### config.mk
export PLATFORM = sky130hd
export DESIGN_NAME = regfile_multi
export DESIGN_NICKNAME = d
export VERILOG_FILES = /design/src/rtl/regfile_multi.sv
export SDC_FILE = /design/constraint.sdc
export NUM_CORES = 1
export LEC_CHECK = 0
export ABC_AREA = 1
export CORE_MARGIN = 1
export CORE_UTILIZATION = 30
export DETAILED_ROUTE_END_ITERATION = 16
export GPL_TIMING_DRIVEN = 0
export PLACE_DENSITY = 0.44
export SLEW_MARGIN = 5
export SYNTH_ARGS = -nofsm -noshare
export SYNTH_HDL_FRONTEND = slang
export SYNTH_SLANG_ARGS = --single-unit
### constraint.sdc
create_clock -name clk -period 2.2 [get_ports clk]
set_input_delay 0.44 -clock clk [delete_from_list [all_inputs] [get_ports clk]]
set_output_delay 0.44 -clock clk [all_outputs]
set_load 0.01 [all_outputs]
### src/rtl/regfile_multi.sv
// regfile_multi: parametrised multi-read-port register file with a post-reset init sequencer.
// Latency: reads are combinational; writes land on the next rising edge of clk; ready rises NREGS clocks after reset release.
// Backpressure: none; writes while not ready or to read-only entries are dropped and flagged on ro_err.
// Optional macro REGFILE_MULTI_BYPASS_EN: forward accepted RUN writes to matching read ports.
module regfile_multi #(
  parameter int DW    = 8,
  parameter int NREGS = 16,
  parameter int NRD   = 2,
  parameter logic [NREGS*DW-1:0] INIT = 128'h0000_0000_00FD_FBF9_00FF_01FE_FF41_0302,
  parameter logic [NREGS-1:0]    RO_MASK = 16'h00E0,
  localparam int AW = $clog2(NREGS)
) (
  input  logic              clk,
  input  logic              rst_n,
  input  logic              we,
  input  logic [AW-1:0]     wr_addr,
  input  logic [DW-1:0]     wr_data,
  input  logic [NRD*AW-1:0] rd_addr,
  output logic [NRD*DW-1:0] rd_data,
  output logic              ready,
  output logic              ro_err
);

  typedef enum logic {ST_INIT, ST_RUN} state_t;

  state_t          state_q, state_d;
  logic [AW-1:0]   cnt_q, cnt_d;
  logic            ready_q, ready_d;
  logic            ro_err_q, ro_err_d;

  // Storage is not reset; the sequencer overwrites every entry after reset.
  logic [DW-1:0]   mem_q [NREGS];

  // Single shared write port (sequencer in INIT, external port in RUN).
  logic            mem_we;
  logic [AW-1:0]   mem_waddr;
  logic [DW-1:0]   mem_wdata;

  // Accepted external write in RUN; used for forwarding when enabled.
  logic            wr_ok;

  // Next-state, init sequencing, write-port mux and rejection flag.
  always_comb begin
    state_d   = state_q;
    cnt_d     = cnt_q;
    ready_d   = ready_q;
    ro_err_d  = 1'b0;
    mem_we    = 1'b0;
    mem_waddr = wr_addr;
    mem_wdata = wr_data;
    wr_ok     = 1'b0;

    case (state_q)
      ST_INIT: begin
        mem_we    = 1'b1;
        mem_waddr = cnt_q;
        mem_wdata = INIT[32'(cnt_q)*DW +: DW];
        cnt_d     = cnt_q + AW'(1);
        if (cnt_q == AW'(NREGS - 1)) begin
          state_d = ST_RUN;
          ready_d = 1'b1;
        end
        // External writes are not accepted until the table is loaded.
        if (we) ro_err_d = 1'b1;
      end
      ST_RUN: begin
        if (we) begin
          if (RO_MASK[wr_addr]) begin
            ro_err_d = 1'b1;
          end else begin
            mem_we = 1'b1;
            wr_ok  = 1'b1;
          end
        end
      end
      default: begin
        state_d = ST_INIT;
        cnt_d   = '0;
        ready_d = 1'b0;
      end
    endcase

    // Reset edge performs no array write so nothing stray lands during reset.
    if (!rst_n) mem_we = 1'b0;
  end

  // Control state registers with synchronous active-low reset.
  always_ff @(posedge clk) begin
    if (!rst_n) begin
      state_q  <= ST_INIT;
      cnt_q    <= '0;
      ready_q  <= 1'b0;
      ro_err_q <= 1'b0;
    end else begin
      state_q  <= state_d;
      cnt_q    <= cnt_d;
      ready_q  <= ready_d;
      ro_err_q <= ro_err_d;
    end
  end

  // Array write port.
  always_ff @(posedge clk) begin
    if (mem_we) mem_q[mem_waddr] <= mem_wdata;
  end

  // Independent combinational read ports.
  for (genvar k = 0; k < NRD; k++) begin : g_rd
    logic [AW-1:0] ra;
    assign ra = rd_addr[k*AW +: AW];
`ifdef REGFILE_MULTI_BYPASS_EN
    assign rd_data[k*DW +: DW] = (wr_ok && (ra == wr_addr)) ? wr_data : mem_q[ra];
`else
    assign rd_data[k*DW +: DW] = mem_q[ra];
`endif
  end

`ifndef REGFILE_MULTI_BYPASS_EN
  // Without forwarding the accepted-write indication has no consumer.
  logic unused_wr_ok;
  assign unused_wr_ok = wr_ok;
`endif

  assign ready  = ready_q;
  assign ro_err = ro_err_q;

endmodule

======== Yosys cells after proc, flatten, opt, wreduce, memory -nomap -nowiden ========
Memories as Yosys holds them, arrays and structs flattened.
Cells that the tools add are included.
W data, S select, Z words.
cells by class
  order comparisons ....................... 1
  $add $sub $neg .......................... 1
  reduce and logical (&&, ||, !) cells .... 1
  bitwise logic cells ..................... 1
  multiplexer cells ....................... 15
  shift operators ......................... 1
  equality and inequality tests ........... 1
operator list
  cell                        number
  $shiftx A128 B8 Y8 const A  1
  $mux W1                     11
  $mux W8                     1
  $lt A4 B5 Y1 const B        1
  $add A4 B1 Y4 const B       1
  $eq A4 B4 Y1 const B        1
  $mux W4                     1
  $pmux W1 S2                 2
  $reduce_and A2 Y1           1
  $not A1 Y1                  1
storage, ports and cells
  output and inout port bits .............. 18
  logic and storage cells ................. 27
  memories ................................ 2
  flip-flop bits (word level) ............. 7
  bits in read-only memories .............. 16
  bits in writable memories ............... 128
  bits of input ports ..................... 23
memories
  name              depth  width  rd ports  clocked after Yosys merged registers in  write ports  RTL line  text
  mem_q             16     8      2         0                                        1            32        logic [DW-1:0] mem_q [NREGS];
  (name not given)  16     1      1         0                                        0            68        if (RO_MASK[wr_addr]) begin

======== Longest topological paths before layout ========
Gate-level depths: netlist of run 1.
  word-level depth ........................ 8
  gate-level depth with buffers ........... 8
  mapped depth without buffers ............ 8

======== Worst setup path after synthesis of run 1 ========
OpenSTA, ideal clock, no wires.
  path kind ............................... input to register
  from .................................... in wr_addr[2]
  to ...................................... mem mem_q[10][0], enable pin
  setup slack ............................. 306 ps
  stages .................................. 6
  path buffers ............................ 1
  required time ........................... 1817 ps
  data arrival time ....................... 1511 ps
  library setup time ...................... 383 ps
  cell sequence ........................... inv_1 > nor2_1 > o21ai_1 > a21oi_2 > buf_4 > nor3_1
on the way
  cells in the longest elaborated chain, start to end .. 8
  elaborated cells between the ends (all ways) .. 9
  classes of those cells .................. 8 x mux; 1 x memory
RTL lines
  item                           RTL line  text
  from (decl)                    16        input logic [AW-1:0] wr_addr,
  $mem_v2 Z16 W1                 n/a
  $mux W1 (not written as such)  68
  $mux W1                        68
  $mux W1                        67        if (we) begin
  $pmux W1 S2                    53        case (state_q)
  $mux W1                        84        if (!rst_n) mem_we = 1'b0;
  $mux W1                        104       if (mem_we) mem_q[mem_waddr] <= mem_wdata;
  $mux W1 (not written as such)  104
  to (decl)                      32
Several ways; a longest one is shown, not always the timed one. The select of a mux whose other input is x is not followed.

======== Final worst setup path of run 1 ========
  from .................................... in rd_addr[2]
  to ...................................... out rd_data[5]
on the way
  cells in the longest elaborated chain, start to end .. 1
RTL lines
  item            RTL line  text
  from (decl)     18        input logic [NRD*AW-1:0] rd_addr,
  $mem_v2 Z16 W8  n/a
  to (decl)       19        output logic [NRD*DW-1:0] rd_data,
Every way passes these cells.

==> results of run 1 <==
-- cells by family (layout without fill, tap and decap cells) --
logic type,count (synthesis),in the layout,share of synthesized area (%)
fa+ha+maj,5,5,0.838
xor+xnor,1,1,0.117
flops,135,135,53.3
compound gates,21,21,1.74
simple gates,560,560,32.8
buf+inv,201,280,11.2
-- power by group --
| group | switching [mW] | internal (mW) | leakage (nW) | total (mW) |
|---|---|---|---|---|
| sequential | 0.0173 | 2.93 | 1.23 | 2.95 |
| clock | 1.30 | 1.51 | 0.280 | 2.81 |
| combinational | 0.698 | 0.330 | 2.63 | 1.03 |
-- critical path, stage by stage --
cell	delay, ns
buf_2	0.24
buf_2	0.35
nand3_1	0.19
nand3_2	0.12
nand2_1	0.09
dlygate4sd2_1	0.29
-- layout by cell type (no fill, tap or decap), types with 2 or more instances in the layout --
master,count
nor2_4,3
clkbuf_8,2
nand3_1,211
nor2_1,8
buf_6,25
buf_12,4
nand3_2,16
dfxtp_1,7
clkdlybuf4s15_1,3
nor3_4,4
inv_6,7
clkbuf_2,4
edfxtp_1,128
inv_8,6
inv_1,138
a21oi_2,3
ha_1,5
buf_8,7
clkinvlp_4,3
nand2_2,13
clkbuf_16,18
nor3_2,12
nand2_1,291
buf_4,13
o21ai_2,2
dlygate4sd2_1,12
buf_2,8
o21ai_0,6
a21oi_1,7
clkdlybuf4s50_1,16
inv_2,6
clkbuf_4,4
-- layer usage --
metal / global-route usage [%] / share of wire [%]
met5: 0 / 0
met4: 14.5 / 5.9
met3: 2.94 / 5.9
met2: 32.9 / 43
met1: 30.5 / 45
-- flip-flops by register name, indices dropped and copies added (netlist names) --
register and flops:
ready 1, ro_err 1, state_q 1, cnt_q 4, mem_q 128
-- worst min-delay path by stage --
stage | startpoint | to | slack (ns)
floorplan | cnt_q[0] | cnt_q[0] | 0.49
global placement | ready | ready | 0.47
global route | ready | ready | 0.52
finish | ready | ready | 0.48
detailed placement | ready | ready | 0.47
CTS | ready | ready | 0.49
-- metrics by stage --
| stage | instances | power (mW) | worst slack (ns) | hold WS [ns] |
|---|---|---|---|---|
| detailed placement | 1288 | 3.94 | -0.945 | 0.467 |
| global route | 1326 | 7.00 | -0.0610 | 0.520 |
| finish | 1326 | 6.79 | 0.0336 | 0.479 |
| CTS | 1326 | 6.80 | 0.0452 | 0.494 |
| floorplan | 923 | 3.50 | 0.306 | 0.490 |
| global placement | 1281 | 3.92 | -1.26 | 0.469 |
-- what timing repair did --
action,4_1_cts,5_1_grt
gates resized for setup,154,15
cloned,1,0
endpoints found under the setup margin,184,70
buffers inserted,5,0
pin swaps,0,0
-- final cells by class --
class	count	area, µm²
clock inverters	15	151
flip-flops and latches	135	3980
clock buffers	17	425
well taps	324	405
repair buffers	47	433
inverters	149	577
fillers	2519	15000
plain buffers	52	569
multi-input cells	587	2860
==> metrics.md, run 1 <==
| Metric | Value |
|---|---|
| Status | finished, final reports clean |
| Hold Crit Depth | 2 |
| Initial Util | 30.6% |
| CP endpoint | rd_data[5] |
| Syn-to-layout area delta | 25.9% |
| Cell taking the most area after synthesis | edfxtp_1 |
| Leak | 4.15 nW |
| DRT antenna net count | 0 |
| Reg2reg start | state_q |
| Maximum clock frequency | approximately 460 MHz |
| Max_cap viols | 0 |
| GPL Wtd Cong | 0.942 |
| Synth top area share | about half |
| Rows | between 50 and 60 |
| Vias per cell | roughly 5 |
| Die X | 160 µm |
| Post-Syn Area per Cell | 8.09 µm² |
| Seq cells post-synth | 135 |
| Tightest Pin Transition | 0.887 ns |
| Post-synthesis cell area | 7470 µm² |
| Clock transition at path regs | 0.07 ns |
| Post-synthesis sequential area ratio | 53.3% |
| Cells after Synth | roughly 900 |
| Crit path time final | 2.17 ns |
| Top FF cell, synth | edfxtp_1 |
| Total CTS buffers | 17 |
| Core Box Area | 24400 µm² |
| Number of synthesis warnings | 0 |
| Vias in the first global route | 6371 |
| VDD IR max | 0.416 mV |
| Count of unique library cells instantiated by Yosys | 26 |
| Crit path kind | input port to primary output |
| Post-layout nets | between 1000 and 1500 |
| CTS sink count | roughly 140 |
| Max FO, Critical Path | 10 |
| Top post-synthesis cells by count | 297 x nand2_1, 227 x nand3_1, 143 x inv_1 |
| CTS tree | yes |
| First-pass GRT wire length | 40900 µm |
| CP startpoint | rd_addr[2] |
| Mean routed wirelength per cell | 20.7 µm |
| Via count | 6627 |
| Count leader, synth | nand2_1 |
| Detailed Routing Iterations Pass 1 | 5 |
| Fin util | about 39% |
| Setup-failing EPs final | 0 |
| Worst hold path class | flop to flop |
| Number of remaining DRC errors | 0 |
| GRT Overall Usage | 22.2% |
| Die Y | ~160 µm |
| Clock Path Buffers | 2 |
| Design area | 9400 µm² |
| CTS Hold Buffers Added | 0 |
| Port bufs | 34 |
| H-tree levels | 4 |
| DP HPWL | about 19000 µm |
| Dpl cell area | 8330 µm² |
| Routed wire length | 27500 µm |
| Top cells by area, synth | edfxtp_1 51%, nand3_1 15%, nand2_1 15% |
| Crit. End Element | primary output |
| Flop2flop setup slack | 0.12 ns |
| Startpoint type of the worst setup path | input port |
| Fraction of registers with async set/reset | 0% |
| Num ports | between 40 and 50 |
| Critical Path AT | 1.73 ns |
| Final Max Tran Viols | 0 |
| Period utilisation layout | slightly below 100% |
| PD cells | between 700 and 800 nW/µm² |
| Gr ovfl total | 0 |
| Syn_nets | 951 |
| Ratio of cells with drive above 1 in the final layout | 16.5% |
| Final hold vios | 0 |
| Worst-Skew Late Latency | around 0.44 ns |
| Worst relative slew slack | between 40 and 50% |
| Setup TNS | 0 ns |
| R2R depth | 5 |
| Clock Skews | 0.0119 ns |
| Initial antenna violation count | 0 |
| RSZ-0062 raised after global routing | yes |
| Ant. Diodes | 0 |
| RR Endpoint | mem_q[11][1] |
| Die Area | 25500 µm² |
| WP data required | between 1.5 and 2 ns |
| Largest net degree at the start of global routing | 17 |
| Post-synth EDFFs | 128 |
| CTS root buf | clkbuf_16 |
| Starting DRT DRC Count | between 600 and 700 |
No activity file was read; power rests on OpenSTA's default activity.
==> inputs of run 2 (changes only) <==
- CORE_UTILIZATION: 30 -> 36
- PLACE_DENSITY: 0.44 -> 0.51
==> run 2 against run 1 <==
Against the previous run: the flow now finishes with violations (negative setup slack); critical path depth grew 2; combinational power about the same; utilization grew 7.1 points; register-to-register slack worse by 0.23 ns; global-route usage increased by 3.2 points; die area is 16% lower; flip-flop and latch count unchanged; non-clock buffer count unchanged.
==> metrics.md, run 2 (synthesis results as in run 1) <==
| Metric | Value |
|---|---|
| Status | finished with violations |
| Failing checks | negative setup slack |
| R2R depth | 8 |
| WP data required | 2.18 ns |
| Critical Path AT | 2.29 ns |
| Vias in the first global route | 6424 |
| Crit. End Element | flop |
| Leak | about 4.1 nW |
| CTS sink count | 135 |
| CTS tree | yes |
| CTS root buf | clkbuf_16 |
| Hold Crit Depth | 2 |
| Gr ovfl total | 0 |
| Die Area | 21300 µm² |
| Via count | 6580 |
| VDD IR max | 0.503 mV |
| RR Endpoint | mem_q[7][4] |
| First-pass GRT wire length | 39400 µm |
| DP HPWL | 18100 µm |
| Final hold vios | 0 |
| Die X | 146 µm |
| Worst hold path class | flop to flop |
| Top flop regs | mem_q (128), cnt_q (4) |
| H-tree levels | 4 |
| Rows | 52 |
| Max_cap viols | 0 |
| Initial antenna violation count | 0 |
| Finished Layout Cells | 1272 |
| Syn-to-layout area delta | 24.1% |
| Setup-failing EPs final | between 40 and 50 |
| GPL Wtd Cong | 1.01 |
| Number of remaining DRC errors | 0 |
| Port bufs | 34 |
| Vias per cell | ~5.2 |
| Worst relative slew slack | roughly 39% |
| Starting DRT DRC Count | roughly 810 |
| Fin util | 45.7% |
| Total CTS buffers | 17 |
| Worst-Skew Late Latency | 0.44 ns |
| Worst Hold End | ready |
| Crit path time final | 2.31 ns |
| DRT antenna net count | 0 |
| Crit path kind | flop to flop |
| Ratio of cells with drive above 1 in the final layout | 16.1% |
| Startpoint type of the worst setup path | flop |
| PD cells | 738 nW/µm² |
| Clock Skews | 0.00990 ns |
| Commonest non-fill, non-tap cell in the layout | nand2_1 |
| Hold Startpoint | ready |
| Biggest register | mem_q |
| Post-layout nets | 1017 |
| PnR worst setup slack | -0.110 ns |
| GRT Overall Usage | 25.4% |
| Routed wire length | 26000 µm |
| Detailed Routing Iterations Pass 1 | 5 |
| Num ports | 41 |
| Placed Cells | ~1200 |
| Commonest non-fill, non-tap cells in the layout | 294 x nand2_1, 215 x nand3_1, 141 x inv_1 |
| Core Box Area | just over 20000 µm² |
| Ant. Diodes | 0 |
| Period utilisation layout | 105% |
| Max FO, Critical Path | 16 |
| RSZ-0062 raised after global routing | yes |
| Flop2flop setup slack | -0.11 ns |
| # fillers | between 2000 and 2500 |
| Clock Path Buffers | 2 |
| Clock transition at path regs | 0.07 ns |
| Initial Util | 36.8% |
| Tightest Pin Transition | 0.912 ns |
| Max reg flops | about 130 |
| Largest net degree at the start of global routing | 17 |
| Mean routed wirelength per cell | 20.5 µm |
| Reg2reg start | cnt_q[0] |
| Die Y | 146 µm |
| CTS Hold Buffers Added | 0 |
| Maximum clock frequency | 433 MHz |
| Final Max Tran Viols | 0 |
run 2: worst max-delay path by stage:
stage          slack [ns]        from      endpoint  cells past startpoint
3_3_place_gp        -1.08       rst_n   mem_q[4][2]                      6
4_1_cts             -0.07    cnt_q[0]   mem_q[6][4]                      8
2_1_floorplan        0.31  wr_addr[2]  mem_q[10][0]                      6
5_1_grt             -0.27    cnt_q[0]  mem_q[15][7]                      8
3_5_place_dp        -0.99  rd_addr[0]    rd_data[2]                      9
6_report            -0.11    cnt_q[0]   mem_q[7][4]                      8
run 2: metrics by stage:
stage / cell area (µm²) / setup slack, ns / power, mW / hold slack, ns / TNS (ns)
after detailed placement: 8250 / -0.993 / 3.91 / 0.466 / -66.62
after CTS: 9240 / -0.0677 / 6.84 / 0.495 / -1.91
after global routing: 9270 / -0.271 / 7.06 / 0.516 / -12.10
after floorplan: 7470 / 0.306 / 3.50 / 0.490 / 0
final: 9270 / -0.110 / 6.85 / 0.492 / -2.97
after global placement: 8150 / -1.08 / 3.90 / 0.467 / -121.99
run 2: power breakdown:
group / leakage (nW) / internal (mW) / total [mW] / switching [mW]
Combinational: 2.61 / 0.321 / 1.00 / 0.681
Clock: 0.297 / 1.63 / 2.89 / 1.27
Sequential: 1.23 / 2.93 / 2.95 / 0.0175
run 2: what timing repair did:
action,in CTS,in global routing
gates resized for setup,135,25
pin swaps,1,2
buffers inserted,7,0
setup endpoints to repair,152,107
run 2: per-layer routing:
| metal | GRT usage [%] | part of all wire (%) |
|---|---|---|
| met3 | 4.91 | 8.2 |
| met5 | 0 | 0 |
| met2 | 38.0 | 43 |
| met1 | 33.9 | 43 |
| met4 | 16.3 | 5.6 |
run 2: area by class of cell:
class / count / area (µm²) / share of cell area [%]
sequential: 135 / 3980 / 43.0
clock buffer: 17 / 425 / 4.59
inverter: 149 / 574 / 6.19
multi-input combinational: 587 / 2830 / 30.5
tap: 270 / 338 / 3.64
clock inverter: 15 / 173 / 1.86
buffer: 52 / 536 / 5.78
timing repair buffer: 47 / 410 / 4.43
run 2: critical path, stage by stage (launching register included):
cell and delay [ns]:
dfxtp_1 0.42, inv_1 0.13, ha_1 0.24, o21ai_0 0.20
o21ai_0 0.11, nand2_1 0.09, nand2_1 0.05, nand2_1 0.12
nand2_1 0.48
